**src/rtl/sha256_pkg.sv**
```systemverilog
// Shared types and constants for the sha256 core arbiter.
package sha256_pkg;

    // Arbiter ownership phases: idle, streaming the owner's beats, waiting for its digest.
    typedef enum logic [1:0] {
        IDLE   = 2'd0,
        STREAM = 2'd1,
        WAIT   = 2'd2
    } arb_state_t;

    // Beat mode encodings seen on the sha256 in_mode_i port.
    localparam logic [1:0] MODE_CONT = 2'b00;
    localparam logic [1:0] MODE_INIT = 2'b01;

endpackage

```
**src/rtl/sha256_arbiter_rr_arbiter.sv**
```systemverilog
// Combinational round-robin picker: first requester at or after the pointer wins.
module rr_arbiter #(
    parameter int N_REQ = 4,
    localparam int IDX_W = $clog2(N_REQ)
) (
    input  logic [N_REQ-1:0] req_i,
    input  logic [IDX_W-1:0] ptr_i,
    output logic [N_REQ-1:0] grant_o
);

    logic found;
    int   idx;

    // Scan requesters in rotated order starting at the pointer, grant the first one set.
    always_comb begin
        grant_o = '0;
        found   = 1'b0;
        idx     = 0;
        for (int i = 0; i < N_REQ; i++) begin
            idx = int'(ptr_i) + i;
            if (idx >= N_REQ) begin
                idx = idx - N_REQ;
            end
            if (!found && req_i[idx]) begin
                grant_o[idx] = 1'b1;
                found        = 1'b1;
            end
        end
    end

endmodule

```
**src/rtl/sha256_arbiter.sv**
```systemverilog
// Shares one sha256 core between N_REQ requesters, one whole message at a time:
// the owner keeps the core from its first beat until its digest is handed over.
module sha256_arbiter
    import sha256_pkg::*;
#(
    parameter int N_REQ   = 4,
    parameter int I_WIDTH = 64,
    parameter int O_WIDTH = 512
) (
    input  logic                            clk_i,
    input  logic                            rst_n_i,
    input  logic [N_REQ-1:0][1:0]           req_mode_i,
    input  logic [N_REQ-1:0]                req_last_i,
    input  logic [N_REQ-1:0][I_WIDTH-1:0]   req_data_i,
    input  logic [N_REQ-1:0]                req_valid_i,
    output logic [N_REQ-1:0]                req_ready_o,
    output logic [O_WIDTH-1:0]              rsp_data_o,
    output logic [N_REQ-1:0]                rsp_valid_o,
    input  logic [N_REQ-1:0]                rsp_ready_i,
    output logic [1:0]                      core_mode_o,
    output logic                            core_last_o,
    output logic [I_WIDTH-1:0]              core_data_o,
    output logic                            core_valid_o,
    input  logic                            core_ready_i,
    input  logic [O_WIDTH-1:0]              core_data_i,
    input  logic                            core_valid_i,
    output logic                            core_ready_o,
    output logic [N_REQ-1:0]                grant_o,
    output logic                            err_o
);

    localparam int IDX_W = $clog2(N_REQ);

    arb_state_t        state_q, state_d;
    logic [IDX_W-1:0]  owner_q, owner_d;
    logic [N_REQ-1:0]  grant_q, grant_d;
    logic [IDX_W-1:0]  ptr_q,   ptr_d;
    logic              first_q, first_d;
    logic              err_q,   err_d;

    logic [N_REQ-1:0]  pick;
    logic [IDX_W-1:0]  pick_idx;

    logic              own_valid;
    logic [1:0]        own_mode;
    logic              own_last;
    logic [I_WIDTH-1:0] own_data;
    logic              own_rsp_ready;
    logic              beat_fire;
    logic              rsp_fire;

    rr_arbiter #(
        .N_REQ (N_REQ)
    ) u_rr (
        .req_i   (req_valid_i),
        .ptr_i   (ptr_q),
        .grant_o (pick)
    );

    // Convert the one-hot round-robin pick into the owner index.
    always_comb begin
        pick_idx = '0;
        for (int i = 0; i < N_REQ; i++) begin
            if (pick[i]) begin
                pick_idx = IDX_W'(i);
            end
        end
    end

    // Select the current owner's request and response-side signals.
    always_comb begin
        own_valid     = req_valid_i[owner_q];
        own_mode      = req_mode_i[owner_q];
        own_last      = req_last_i[owner_q];
        own_data      = req_data_i[owner_q];
        own_rsp_ready = rsp_ready_i[owner_q];
        beat_fire     = (state_q == STREAM) && own_valid && core_ready_i;
        rsp_fire      = (state_q == WAIT) && core_valid_i && own_rsp_ready;
    end

    // State register: FSM, owner, grant, rr pointer, first-beat flag and error pulse.
    always_ff @(posedge clk_i or negedge rst_n_i) begin
        if (!rst_n_i) begin
            state_q <= IDLE;
            owner_q <= '0;
            grant_q <= '0;
            ptr_q   <= '0;
            first_q <= 1'b0;
            err_q   <= 1'b0;
        end else begin
            state_q <= state_d;
            owner_q <= owner_d;
            grant_q <= grant_d;
            ptr_q   <= ptr_d;
            first_q <= first_d;
            err_q   <= err_d;
        end
    end

    // Next-state logic: grant a whole message, stream it, then wait for the digest handshake.
    always_comb begin
        state_d = state_q;
        owner_d = owner_q;
        grant_d = grant_q;
        ptr_d   = ptr_q;
        first_d = first_q;
        err_d   = 1'b0;
        case (state_q)
            IDLE: begin
                // A digest arriving while nobody waits for one is dropped and flagged.
                if (core_valid_i) begin
                    err_d = 1'b1;
                end
                if (|req_valid_i) begin
                    state_d = STREAM;
                    owner_d = pick_idx;
                    grant_d = pick;
                    first_d = 1'b1;
                end
            end
            STREAM: begin
                if (core_valid_i) begin
                    err_d = 1'b1;
                end
                if (beat_fire) begin
                    first_d = 1'b0;
                    // The opening beat must start a message; it is still forwarded as-is.
                    if (first_q && (own_mode == MODE_CONT)) begin
                        err_d = 1'b1;
                    end
                    if (own_last) begin
                        state_d = WAIT;
                    end
                end
            end
            WAIT: begin
                if (rsp_fire) begin
                    state_d = IDLE;
                    grant_d = '0;
                    ptr_d   = (owner_q == IDX_W'(N_REQ - 1)) ? '0 : owner_q + IDX_W'(1);
                end
            end
            default: begin
                state_d = IDLE;
                grant_d = '0;
            end
        endcase
    end

    // Output logic: route the owner's stream to the core and the digest back to the owner.
    always_comb begin
        req_ready_o  = '0;
        rsp_valid_o  = '0;
        core_valid_o = 1'b0;
        core_mode_o  = MODE_CONT;
        core_last_o  = 1'b0;
        core_data_o  = '0;
        core_ready_o = 1'b0;
        case (state_q)
            STREAM: begin
                core_valid_o         = own_valid;
                core_mode_o          = first_q ? own_mode : MODE_CONT;
                core_last_o          = own_last;
                core_data_o          = own_data;
                req_ready_o[owner_q] = core_ready_i;
                core_ready_o         = core_valid_i;
            end
            WAIT: begin
                rsp_valid_o[owner_q] = core_valid_i;
                core_ready_o         = own_rsp_ready;
            end
            default: begin
                core_ready_o = core_valid_i;
            end
        endcase
        rsp_data_o = core_data_i;
        grant_o    = grant_q;
        err_o      = err_q;
    end

endmodule

```
**config.mk**
```make
export PLATFORM = sky130hd
export DESIGN_NAME = sha256_arbiter
export DESIGN_NICKNAME = d
export VERILOG_FILES = /design/src/rtl/sha256_pkg.sv /design/src/rtl/sha256_arbiter_rr_arbiter.sv /design/src/rtl/sha256_arbiter.sv
export SDC_FILE = /design/constraint.sdc
export NUM_CORES = 1
export LEC_CHECK = 0
export CAP_MARGIN = 20
export CORE_AREA = 4 4 543 545
export CTS_CLUSTER_SIZE = 10
export DETAILED_ROUTE_END_ITERATION = 10
export DIE_AREA = 0 0 547 549
export PLACE_DENSITY = 0.3
export SETUP_SLACK_MARGIN = 0.1
export SLEW_MARGIN = 20
export SYNTH_ARGS = -nofsm -noshare
export SYNTH_HDL_FRONTEND = slang
export SYNTH_SLANG_ARGS = --single-unit
```
**constraint.sdc**
```tcl
create_clock -name clk_i -period 3 [get_ports clk_i]
set_input_delay 0.6 -clock clk_i [delete_from_list [all_inputs] [get_ports clk_i]]
set_output_delay 0.6 -clock clk_i [all_outputs]
set_load 0.03 [all_outputs]
```
# After elaboration in Yosys (flattened, before gate mapping)
# Cells that the tools add are included.
# W data, S select, Z words.
[op_classes]
addsub = 8
n_reduce_logical = 25
n_mux = 70
order_cmp = 14
n_bitwise = 6
n_eq_ne = 7
[ops]
columns = ["cell", "count"]
rows = [
  ["$bmux W64 S2", 1],
  ["$ge A32 B1 Y1 const B", 4],
  ["$lt A32 B4 Y1 const B", 4],
  ["$mux W32", 4],
  ["$mux W64", 2],
  ["$ge A32 B4 Y1 const B", 3],
  ["$sub A32 B4 Y32 const B", 3],
  ["$mux W4", 8],
  ["$mux W1", 28],
  ["$mux W2", 10],
  ["$bmux W1 S2", 7],
  ["$logic_and A1 B1 Y1", 13],
  ["$or A4 B4 Y4", 3],
  ["$pmux W4 S3", 1],
  ["$demux W1 S2", 5],
  ["$and A4 B4 Y4", 2],
  ["$ne A2 B2 Y1 const B", 4],
  ["$add A2 B2 Y3 const B", 2],
  ["$pmux W2 S3", 1],
  ["$reduce_and A3 Y1", 2],
  ["$bmux W2 S2", 1],
  ["$eq A2 B2 Y1 const B", 2],
  ["$logic_not A2 Y1", 2],
  ["$pmux W1 S2", 2],
  ["other kinds (13)", 16],
]
[word_totals]
regBits = 12
output_inout_bits = 594
wordCells = 136
in_bits = 792

# Logic depth before layout (Yosys ltp)
# Gate-level depths: netlist of the first run.
[logic_depth]
depth_word = 18
depth_mapped = 8

# Hierarchy
# From an unflattened synthesis of the first run, not the netlist that was laid out.
[unflattened]
hier_cells = 774
hier_area_um2 = 6976.7
[by_module_without_submodules]
columns = ["mod", "area_per_inst_um2", "cells_per_inst", "n_inst"]
rows = [
  ["sha256_arbiter", 6618.8, 736, 1],
  ["rr_arbiter", 357.8, 38, 1],
]

# Worst setup path after synthesis of the first run
# Ideal clock, no wire load.
[synth_timing]
kind = "reg2out"
start = "register owner_q[0]"
end = "output core_data_o[10]"
arrival_ns = 1.916
path_stages_with_launch = 6
n_path_buf = 3
setup_slack_ns = 0.484
path_cell_list = "dfrtp_1 > buf_2 > buf_2 > buf_2 > mux4_2 > and2_1"
[synth_between]
elab_chain_len = 3
[synth_lines]
columns = ["element", "line_no", "rtl"]
rows = [
  ["from (decl)", "sha256_arbiter.sv:35", "logic [IDX_W-1:0] owner_q, owner_d;"],
  ["from (signal assigned)", "sha256_arbiter.sv:92", "owner_q <= owner_d;"],
  ["$bmux W64 S2", "sha256_arbiter.sv:75", "own_data = req_data_i[owner_q];"],
  ["$mux W64 (implied by the code)", "sha256_arbiter.sv:75", ""],
  ["$mux W64", "sha256_arbiter.sv:159", "case (state_q)"],
  ["to (decl)", "sha256_arbiter.sv:22", "output logic [I_WIDTH-1:0] core_data_o,"],
]
# No other way between the ends. The select of a mux whose other input is x is not followed.

# Worst setup path in the final report of the first run
[layout_timing]
start = "input req_data_i[111] (netlist name)"
end = "output core_data_o[47]"
[layout_between]
elab_chain_len = 3
[layout_lines]
columns = ["element", "line_no", "rtl"]
rows = [
  ["from (decl)", "sha256_arbiter.sv:14", "input logic [N_REQ-1:0][I_WIDTH-1:0] req_data_i,"],
  ["$bmux W64 S2", "sha256_arbiter.sv:75", ""],
  ["$mux W64 (implied by the code)", "sha256_arbiter.sv:75", ""],
  ["$mux W64", "sha256_arbiter.sv:159", ""],
]
# No other way between the ends. The select of a mux whose other input is x is not followed.

==> out/metrics.yaml, run 1 <==
run_status:
  status: "complete, no violations"
setup_path:
  rr_worst_depth: 7
  crit_chain: "clkdlybuf4s50_1 -> mux4_2 -> and2_1 -> buf_4"
  crit_fanout: 1
  r2r_start: "ptr_q[1]"
  crit_arrival_ps: 2310
  reg2reg_to: "owner_q[0]"
  crit_path_start_kind: "input pin"
  worst-path-buf-inv: 2
  critPathRequiredTime_ps: 2400
  max_stage_delay_ps: 690
  end_kind: "output pin"
  cp_slowest_cell: "mux4_2"
  critPathTopFamily: "buffers and inverters"
  ff2ff_setup_slack_ps: 280
  worstSetupPathType: "input pin to output pin"
timing:
  fin_crit_ps: 2910
  relSlewSlack_pct: 50.6
  tightest_slew_ps: 734
  rsz0062_at_grt: "false"
  period_share_pct: 97.0
  drv_slew: 0
  finClkSkew_ps: 3.17
  setup_viol: 0
  fmax_ghz: 0.344
  whs_ps: 496
  hold_viol_final: 0
routing:
  avgViaCountPerCell: 1.27
  drc: 0
  antenna_left: 0
  vias: 5768
  drtIter0Drc: 212
  drtPass1Iterations: 4
  finalWirelength_um: 179000
  wl_per_cell_um: 39.2
worst_hold_path:
  whs_endpoint: "grant_o[1]"
  hp-start: "grant_o[1]"
  hp-class: "flop to flop"
  worstHoldPathCells: 1
place:
  placedInstanceArea_um2: 11900
  place_congestion: 0.741
  port_buffers: 361
  dp_hpwl_um: 172000
  place_inst: 4509
clocking:
  clock_latency_ps: 250
  clock-sinks: 12
  postCtsHoldBufs: 0
  cts_tree: "yes"
  htreeDepth: 1
  clk_path_buf_depth: 2
  clk_pin_slew_worst_paths_ps: 50
  numCtsBuffers: 3
  cts-root-buf: "clkbuf_16"
grt:
  antenna_found_initial: 108
  grt_pass1_wl_um: 193000
  grt_use_total_pct: 11.3
  grt_pass1_vias: 5879
  grt_max_degree: 56
  overflow: 0
power_and_ir_drop:
  cellLeakagePower_nw: 2.98
  power.density_nw_per_um2: 782
  max-vdd-ir-drop_v: 0.000313
die:
  pin_count: 1386
  initial_core_util_pct: 2.37
  chipHeight_um: 549
  coreArea_um2: 290000
  dieWidth_um: 547
  row_count: 198
  dieArea_um2: 300000
synth:
  post-synth-top-area-fraction_pct: 55.9
  avgSynthCellArea_um2: 8.95
  syn_inst: 768
  syn_nets: 1570
  syn_area_um2: 6870
  synth-async-reset-ratio_pct: 100
  yosys.area.top_type: "buf_4"
  synth_ff_type: "dfrtp_1"
  ys_seq_area_share_pct: 4.37
  yosysWarnings: 0
  yosys-top-cells-area: "buf_4 56%, mux4_2 24%, and2_1 6.6%"
  synth_edf_count: 0
  ys_ff_latch: 12
  ys_types: 33
layout:
  fin_area_um2: 12300
  final_util_pct: 4.23
  fin_cells: 4557
  final_layout_size_suffix_gt1_share_pct: 31.6
  num-nets-final: 1430
  syn_to_final_growth_pct: 78.8
  nFillCells: 34300
job:
  max-cap-violations: 0
==> placed cells by master (no fill, tap or decap), types with 2 or more instances in the layout <==
| cell | n |
|---|---|
| buf_12 | 41 |
| o21ai_0 | 5 |
| dfrtp_4 | 2 |
| clkbuf_16 | 3 |
| diode_2 | 30 |
| and2_1 | 63 |
| nor2b_1 | 4 |
| dlygate4sd2_1 | 9 |
| buf_16 | 5 |
| and3_1 | 6 |
| clkdlybuf4s50_1 | 278 |
| o2bb2ai_1 | 5 |
| buf_6 | 6 |
| mux4_2 | 73 |
| a21oi_1 | 4 |
| nor3_1 | 2 |
| and2_4 | 9 |
| nand2_1 | 9 |
| nor2_1 | 5 |
| buf_4 | 51 |
| nand2b_1 | 2 |
| dfrtp_1 | 9 |
| a221oi_1 | 2 |
| ha_1 | 10 |
| inv_1 | 5 |
| a31oi_1 | 2 |
==> flip-flops by register name, summed over array words and instances, names as in the netlist <==
register,flops
first_q,1
grant_o,4
err_o,1
ptr_q,2
state_q,2
owner_q,2
==> through the flow <==
stage / TNS, ps / setup slack, ps / power [mW]
after global placement: -385 / -240 / 9.24
after detailed placement: -375 / -260 / 9.26
after floorplan: 0 / 484 / 5.23
after CTS: 0 / 106 / 10.0
final: 0 / 89.1 / 9.61
after global routing: 0 / 99.8 / 10.2
==> logic make-up (layout without fill, tap and decap cells) <==
logic type,Yosys count,after routing,synth area share [%]
flops,12,12,4.37
compound gates,22,22,2.19
buf+inv,542,401,57.9
other cells,0,30,0
simple gates,108,108,9.67
mux,74,74,24.1
fa+ha+maj,10,10,1.82
==> worst max-delay path by stage <==
| stage | start | to | slack, ps | cells after the start |
|---|---|---|---|---|
| detailed placement | req_data_i[144] | core_data_o[16] | -260 | 4 |
| finish | req_data_i[111] | core_data_o[47] | 90 | 4 |
| CTS | owner_q[0] | core_data_o[5] | 110 | 6 |
| floorplan | owner_q[0] | core_data_o[10] | 480 | 5 |
| global placement | req_data_i[144] | core_data_o[16] | -240 | 4 |
| global route | owner_q[0] | core_data_o[20] | 100 | 6 |
==> what timing repair did <==
| action | 4_1_cts | 5_1_grt |
|---|---|---|
| setup endpoints to repair | 47 | 12 |
| setup buffers | 12 | 0 |
| gates resized for setup | 28 | 8 |
| pin swaps | 0 | 0 |
| gates cloned | 2 | 0 |
==> synth_stat cells, types with 2 or more instances <==
cell / count
buf_2: 9
o2bb2ai_1: 5
o21ai_0: 5
mux4_2: 73
and3_1: 6
and2_1: 72
nor3_1: 2
ha_1: 10
a21oi_1: 4
nor2b_1: 5
nand2_1: 9
dfrtp_1: 12
buf_1: 2
buf_4: 512
inv_1: 5
nor2_1: 5
a31oi_1: 2
clkbuf_1: 13
nand2b_1: 2
a221oi_1: 2
==> where the power goes <==
group / internal, mW / leakage [nW] / switching [mW]
combinational: 3.80 / 2.79 / 5.17
clock: 0.202 / 0.0443 / 0.0811
sequential: 0.242 / 0.145 / 0.107
==> routing by layer <==
metal / GRT usage (%) / part of all wire [%] / up-vias
met5: 0.0475 / 0.15 / -
met4: 3.28 / 4.0 / 38
met3: 18.3 / 35 / 380
met2: 17.0 / 42 / 1262
met1: 6.47 / 19 / 2290
li1: - / - / 1798
==> cell type report <==
| cell class | instances | area, µm² | share of cell area, % |
|---|---|---|---|
| flip-flops and latches | 12 | 309 | 2.52 |
| diodes | 30 | 75.1 | 0.611 |
| clock buffers | 4 | 88.8 | 0.723 |
| multi-input cells | 214 | 2630 | 21.4 |
| well taps | 3900 | 4880 | 39.7 |
| repair buffers | 392 | 4290 | 34.9 |
| inverters | 5 | 18.8 | 0.153 |
No activity file was read; power rests on OpenSTA's default activity.
==> run 2: changes to the inputs <==
Settings changed: CORE_AREA 4 4 543 545 to 4 4 531 533, DIE_AREA 0 0 547 549 to 0 0 535 537, SYNTH_HIERARCHICAL from default to 1.
==> out/metrics.yaml, run 2 <==
place:
  dp_slack_ps: -181  # was -260 ps
  placedInstanceArea_um2: 11900  # about the same
  dp_hpwl_um: 175000  # was 172000 µm
  port_buffers: 361  # unchanged
  place_congestion: 0.782  # was 0.741
clocking:
  clock_latency_ps: 240  # was 250 ps
  cts_tree: "yes"  # unchanged
  clock-sinks: 12  # unchanged
  htreeDepth: 1  # unchanged
  clk_path_buf_depth: 2  # unchanged
  clk_pin_slew_worst_paths_ps: 40  # was 50 ps
  cts-root-buf: "clkbuf_16"  # unchanged
  postCtsHoldBufs: 0  # unchanged
  numCtsBuffers: 3  # unchanged
synth:
  avgSynthCellArea_um2: 9.01  # was 8.95 µm²
  ys_ff_latch: 12  # unchanged
  post-synth-top-area-fraction_pct: 55.1  # was 55.9%
  synth.top_cells.by_count: "512 x buf_4, 71 x mux4_2, 67 x and2_1"  # was 512 x buf_4, 73 x mux4_2, 72 x and2_1
  syn_area_um2: 6980  # was 6870 µm²
  synth_edf_count: 0  # unchanged
  yosysWarnings: 6  # was 0
  yosysMostFrequentCell: "buf_4"  # unchanged
  yosys-top-cells-area: "buf_4 55%, mux4_2 23%, and2_1 6.0%"  # was buf_4 56%, mux4_2 24%, and2_1 6.6%
  synth_ff_type: "dfrtp_1"  # unchanged
  yosys.area.top_type: "buf_4"  # unchanged
  ys_seq_area_share_pct: 4.30  # was 4.37%
  syn_inst: 774  # was 768
  syn_nets: 1578  # was 1570
  synth-async-reset-ratio_pct: 100  # unchanged
  ys_types: 30  # was 33
routing:
  drc: 0  # unchanged
  finalWirelength_um: 181000  # was 179000 µm
  vias: 5981  # was 5768
  drtIter0Drc: 309  # was 212
  avgViaCountPerCell: 1.36  # was 1.27
  antenna_left: 0  # unchanged
  drtPass1Iterations: 4  # unchanged
  wl_per_cell_um: 41.3  # was 39.2 µm
layout:
  layout_commonest_cell: "clkdlybuf4s50_1"  # unchanged
  fin_area_um2: 12100  # was 12300 µm²
  largest_reg_flops: 4  # unchanged
  seq_area_um2: 308  # was 309 µm²
  final_cell_mix: "279 x clkdlybuf4s50_1, 71 x mux4_2, 66 x and2_1"  # was 278 x clkdlybuf4s50_1, 73 x mux4_2, 63 x and2_1
  final_layout_size_suffix_gt1_share_pct: 28.7  # was 31.6%
  nFillCells: 32700  # was 34300
  multi_input_area_um2: 2660  # was 2630 µm²
  syn_to_final_growth_pct: 73.9  # was 78.8%
  num-nets-final: 1440  # was 1430
die:
  chipHeight_um: 537  # was 549 µm
  pin_count: 1386  # unchanged
  dieWidth_um: 535  # was 547 µm
  initial_core_util_pct: 2.52  # was 2.37%
  coreArea_um2: 276000  # was 290000 µm²
  dieArea_um2: 287000  # was 300000 µm²
  row_count: 193  # was 198
timing:
  setup_viol: 0  # unchanged
  tns_ps: 0  # unchanged
  rsz0062_at_grt: "false"  # unchanged
  layout_setup_ws_ps: 86.4  # was 89.1 ps
  finClkSkew_ps: 6.93  # was 3.17 ps
  relSlewSlack_pct: 44.5  # was 50.6%
  hold_viol_final: 0  # unchanged
  fin_crit_ps: 2910  # about the same
  drv_slew: 0  # unchanged
  fmax_ghz: 0.343  # was 0.344 GHz
  period_share_pct: 97.1  # was 97.0%
  tightest_slew_ps: 827  # was 734 ps
power_and_ir_drop:
  report.power.total_mw: 8.08  # was 9.61 mW
  power.density_nw_per_um2: 666  # was 782 nW/µm²
  cellLeakagePower_nw: 2.95  # was 2.98 nW
  max-vdd-ir-drop_v: 0.000317  # was 0.000313 V
run_status:
  status: "complete, no violations"  # unchanged
setup_path:
  end_kind: "output pin"  # unchanged
  crit_fanout: 1  # unchanged
  crit_arrival_ps: 2310  # about the same
  critPathRequiredTime_ps: 2400  # about the same
  crit_path_start_kind: "input pin"  # unchanged
  worstSetupPathType: "input pin to output pin"  # unchanged
grt:
  grt_pass1_wl_um: 195000  # was 193000 µm
  grt_max_degree: 33  # was 56
  antenna_found_initial: 147  # was 108
  grt_use_total_pct: 12.0  # was 11.3%
  overflow: 0  # unchanged
  grt_pass1_vias: 5933  # was 5879
worst_hold_path:
  hp-class: "flop to flop"  # unchanged
job:
  max-cap-violations: 0  # unchanged
[run 2: cell count changes after synthesis, moves of 3 or more]
cell / change
and2_1: -5
mux2i_1: +4
inv_1: +6
and3_1: +4
nor3b_1: +4
buf_6: +3
o211ai_1: +3
[run 2: critical path, stage by stage]
cell and delay [ps]:
clkdlybuf4s50_1 550, mux4_2 560, and2_1 220, dlygate4sd2_1 380
[run 2: stage by stage]
stage	hold slack (ps)	util, %	std cells
6_report	529	4.39	4390
5_1_grt	554	4.35	4350
4_1_cts	527	4.34	4340
3_5_place_dp	514	4.30	4332
3_3_place_gp	516	4.30	4332
2_1_floorplan	304	-	774
[run 2: report_power, final]
part | internal (mW) | total (mW) | switching (mW)
logic | 3.17 | 7.53 | 4.36
clock network | 0.179 | 0.250 | 0.0710
registers | 0.230 | 0.300 | 0.0699
total | 3.58 | 8.08 | 4.50
[run 2: area by class of cell]
class                   count  share of cell area (%)
well taps                3705                    38.2
repair buffers            395                    35.3
multi-input cells         213                    21.9
flip-flops and latches     12                    2.54
diodes                     50                    1.03
clock buffers               4                   0.650
inverters                  11                   0.340
[run 2: final timing paths]
| path | start | endpoint | slack, ps | depth (start not counted) |
|---|---|---|---|---|
| max | req_data_i[173] | core_data_o[45] | 90 | 4 |
| min | grant_o[1] | grant_o[1] | 530 | 1 |
| max reg2reg | ptr_q[1] | owner_q[0] | 640 | 9 |
| min reg2reg | grant_o[1] | grant_o[1] | 530 | 1 |
| max in group asynchronous | rst_n_i | owner_q[1] | 1830 | 1 |
| min in group asynchronous | rst_n_i | state_q[1] | 730 | 1 |
[run 2: kinds of logic (layout without fill, tap and decap cells)]
| kind of cell | count (synthesis) | count (layout) | share of synthesized area (%) |
|---|---|---|---|
| simple gates | 100 | 100 | 8.91 |
| flops | 12 | 12 | 4.30 |
| compound gates | 22 | 22 | 2.35 |
| fa+ha+maj | 12 | 12 | 2.15 |
| buf+inv | 549 | 410 | 57.7 |
| other cells | 0 | 50 | 0 |
| mux | 79 | 79 | 24.6 |
[run 2: layer usage]
| metal | up-vias | track usage (%) | wire [µm] |
|---|---|---|---|
| met5 | - | 0.181 | 318 |
| li1 | 1851 | - | - |
| met2 | 1291 | 18.6 | 78000 |
| met4 | 50 | 4.41 | 9030 |
| met1 | 2363 | 6.26 | 32700 |
| met3 | 426 | 18.9 | 61200 |
[run 2: timing repair]
action,CTS,global route
setup endpoints to repair,34,3
setup buffers,5,0
hold endpoints to repair,0,0
gates resized for setup,16,3
==> run 3: changes to the inputs <==
Settings changed: CAP_MARGIN 20 to 30.
==> results of run 3 <==
Same layout as run 2: the final DEF is identical, and so are final timing and power.
==> variant, RTL diff (settings of run 2) <==
Set the parameter `O_WIDTH` to 256 (it was 512).
--- a/src/rtl/sha256_arbiter.sv
+++ b/src/rtl/sha256_arbiter.sv
@@ -7,3 +7,3 @@
     parameter int I_WIDTH = 64,
-    parameter int O_WIDTH = 512
+    parameter int O_WIDTH = 256
 ) (
Ports: changed (resized core_data_i and rsp_data_o); port bits go from 1386 to 874. No check against the original RTL was run, so the function may have changed too.
==> variant against run 2 <==
Die area stayed put; fmax is 4.6% higher; sequential cell count stayed put; worst setup slack better by 130 ps; count of clock-buffer cells in the layout stayed put; non-clock buffer count is 9 lower; power is 16% lower; synthesized area is 28% lower; cell count is 0.27% lower; routed wire length is 37% lower; design area is 2.9% lower; sequential power is 8.7% higher; sequential share of layout area is 0.076 points higher.
==> variant: results (changes against run 2) <==
Detailed routing
  • Drt pass-1 iters: 4 (unchanged)
  • Routed WL per cell: 25.9 um (-37%)
  • Vias per cell: 1.12 (-18%)
  • Detailed Route Iter0 Violations: 146 (-53%)

Yosys
  • Yosys warning total: 6 (unchanged)
  • FF+latch count, synth: 12 (unchanged)
  • Seq/Total Area, Yosys: 0.0594 (+0.0164)
  • Asr flop ratio synth: 1.00 (unchanged)
  • Synth cell count leaders: 256 x buf_4, 71 x mux4_2, 67 x and2_1, 12 x dfrtp_1, 12 x ha_1
  • Synth unique cells: 30 (unchanged)
  • Syn nets: 1,066 (-32%)
  • Area contributors post-synth: buf_4 38%, mux4_2 32%, and2_1 8.3%, dfrtp_1 5.9%, ha_1 3.0%
  • Main flop type after synthesis: dfrtp_1

Setup path
  • Critical path's largest stage delay: 570 ps
  • R2R Setup Slk: 740 ps (+100 ps)
  • R2R depth: 9 (unchanged)
  • CP Data Arrival Time: 2180 ps (-130 ps)
  • RR Endpoint: grant_o[2]
  • Slowest CP cell: mux4_2
  • Reg2reg start: ptr_q[0]
  • CP max FO: 20 (+19)

Run status
  • Status: completed

Power and ir drop
  • Leakage: 0.00280 uW (-5.1%)
  • Worst VDD drop: 0.219 mV (-31%)

Clock network
  • Num CTS Buffers: 3 (unchanged)
  • Clock root buffer master: clkbuf_16
  • Max H-tree Level: 1 (unchanged)
  • Clock edge transition at the registers on the reported setup and hold paths: 50 ps
  • Worst-Skew Late Latency: 240 ps (about the same)
  • Clock Path Buffers: 2 (unchanged)

Hold path
  • Min-delay worst type: reg -> reg
  • Worst Hold Endpoint: grant_o[3]
  • Min-Delay Startpoint: grant_o[3]
  • Hold Crit Depth: 1 (unchanged)

Placed design
  • DP HPWL: 110,000 um (-37%)
  • Worst slack, placed: 37.2 ps (+218 ps)
  • Placement-stage cell area: 11,600 sq um (-2.5%)
  • Port bufs: 361 (unchanged)
  • Final RePlAce weighted congestion: 0.706 (-9.8%)

Finish
  • Max FFs per register: 4 (unchanged)
  • Final #Nets: 1,175 (-18%)
  • Layout cells sized above 1: 0.262 (-0.0246)
  • Layout fillers: 32.7k (+0.20%)

Global route
  • Vias in the first global route: 5,176 (-13%)
  • Tot GR Track Use: 0.0751 (-0.0444)
  • Initial antenna violation count: 92 (-37%)
  • Largest net degree at the start of global routing: 30 (-9.1%)
  • First-pass GRT wire length: 124,000 um (-36%)

Timing
  • Worst Skew: 4.54 ps (-2.39 ps)
  • Slew headroom: 0.565 (+0.121)
variant: worst max path at each step:
stage | startpoint | end | slack, ps | cells past startpoint
after floorplan | ptr_q[0] | owner_q[0] | 750 | 9
after global placement | req_data_i[83] | core_data_o[19] | -40 | 4
after detailed placement | req_data_i[83] | core_data_o[19] | 40 | 4
after CTS | owner_q[0] | core_data_o[1] | 60 | 4
after global routing | owner_q[0] | core_data_o[60] | 120 | 5
final | owner_q[0] | core_data_o[60] | 220 | 5
variant: cell families (layout without fill, tap and decap cells):
family / Yosys count / after routing / share of synthesized area
AO/OA/AOI/OAI: 22 / 22 / 0.0324
adder cells (fa/ha/maj): 12 / 12 / 0.0297
buffers and inverters: 293 / 401 / 0.416
flip-flops: 12 / 12 / 0.0594
multiplexers: 79 / 79 / 0.339
other: 0 / 47 / 0
AND/OR/NAND/NOR: 100 / 100 / 0.123
variant: per-layer routing:
metal,vias up,track usage,wire [um]
li1,1827,-,-
met1,2127,0.0280,14400
met2,612,0.161,67200
met3,328,0.0846,27600
met4,24,0.0186,4080
met5,-,0,161
variant: worst max-delay path: cells and delay by family (launching register included):
kind	cells	cell delay (ps)
simple gates	1	210
buf+inv	3	600
mux	1	570
flops	1	490
variant: stage by stage:
stage | std cells | total power (uW) | hold WS [ps]
after global routing | 4337 | 7210 | 545
after floorplan | 518 | 4070 | 304
after global placement | 4325 | 6960 | 523
after detailed placement | 4325 | 6940 | 511
final | 4378 | 6780 | 522
after CTS | 4329 | 7100 | 526
variant: final cells by class:
type                    instances  area (sq um)  share of cell area
clock buffers                   4          78.8             0.00669
well taps                    3705          4640               0.393
flip-flops and latches         12           308              0.0261
repair buffers                386          3950               0.335
diodes                         47           118             0.00998
inverters                      11          41.3             0.00350
multi-input cells             213          2660               0.226
variant: power breakdown:
part,leakage (uW),internal [uW],switching (uW)
clock network,0.0000384,180,76.0
registers,0.000149,231,94.9
logic,0.00261,2650,3540
variant: timing repair:
item / 4_1_cts / 5_1_grt
buffers inserted: 0 / 2
setup endpoints to repair: 21 / 2
resized for setup: 20 / 2
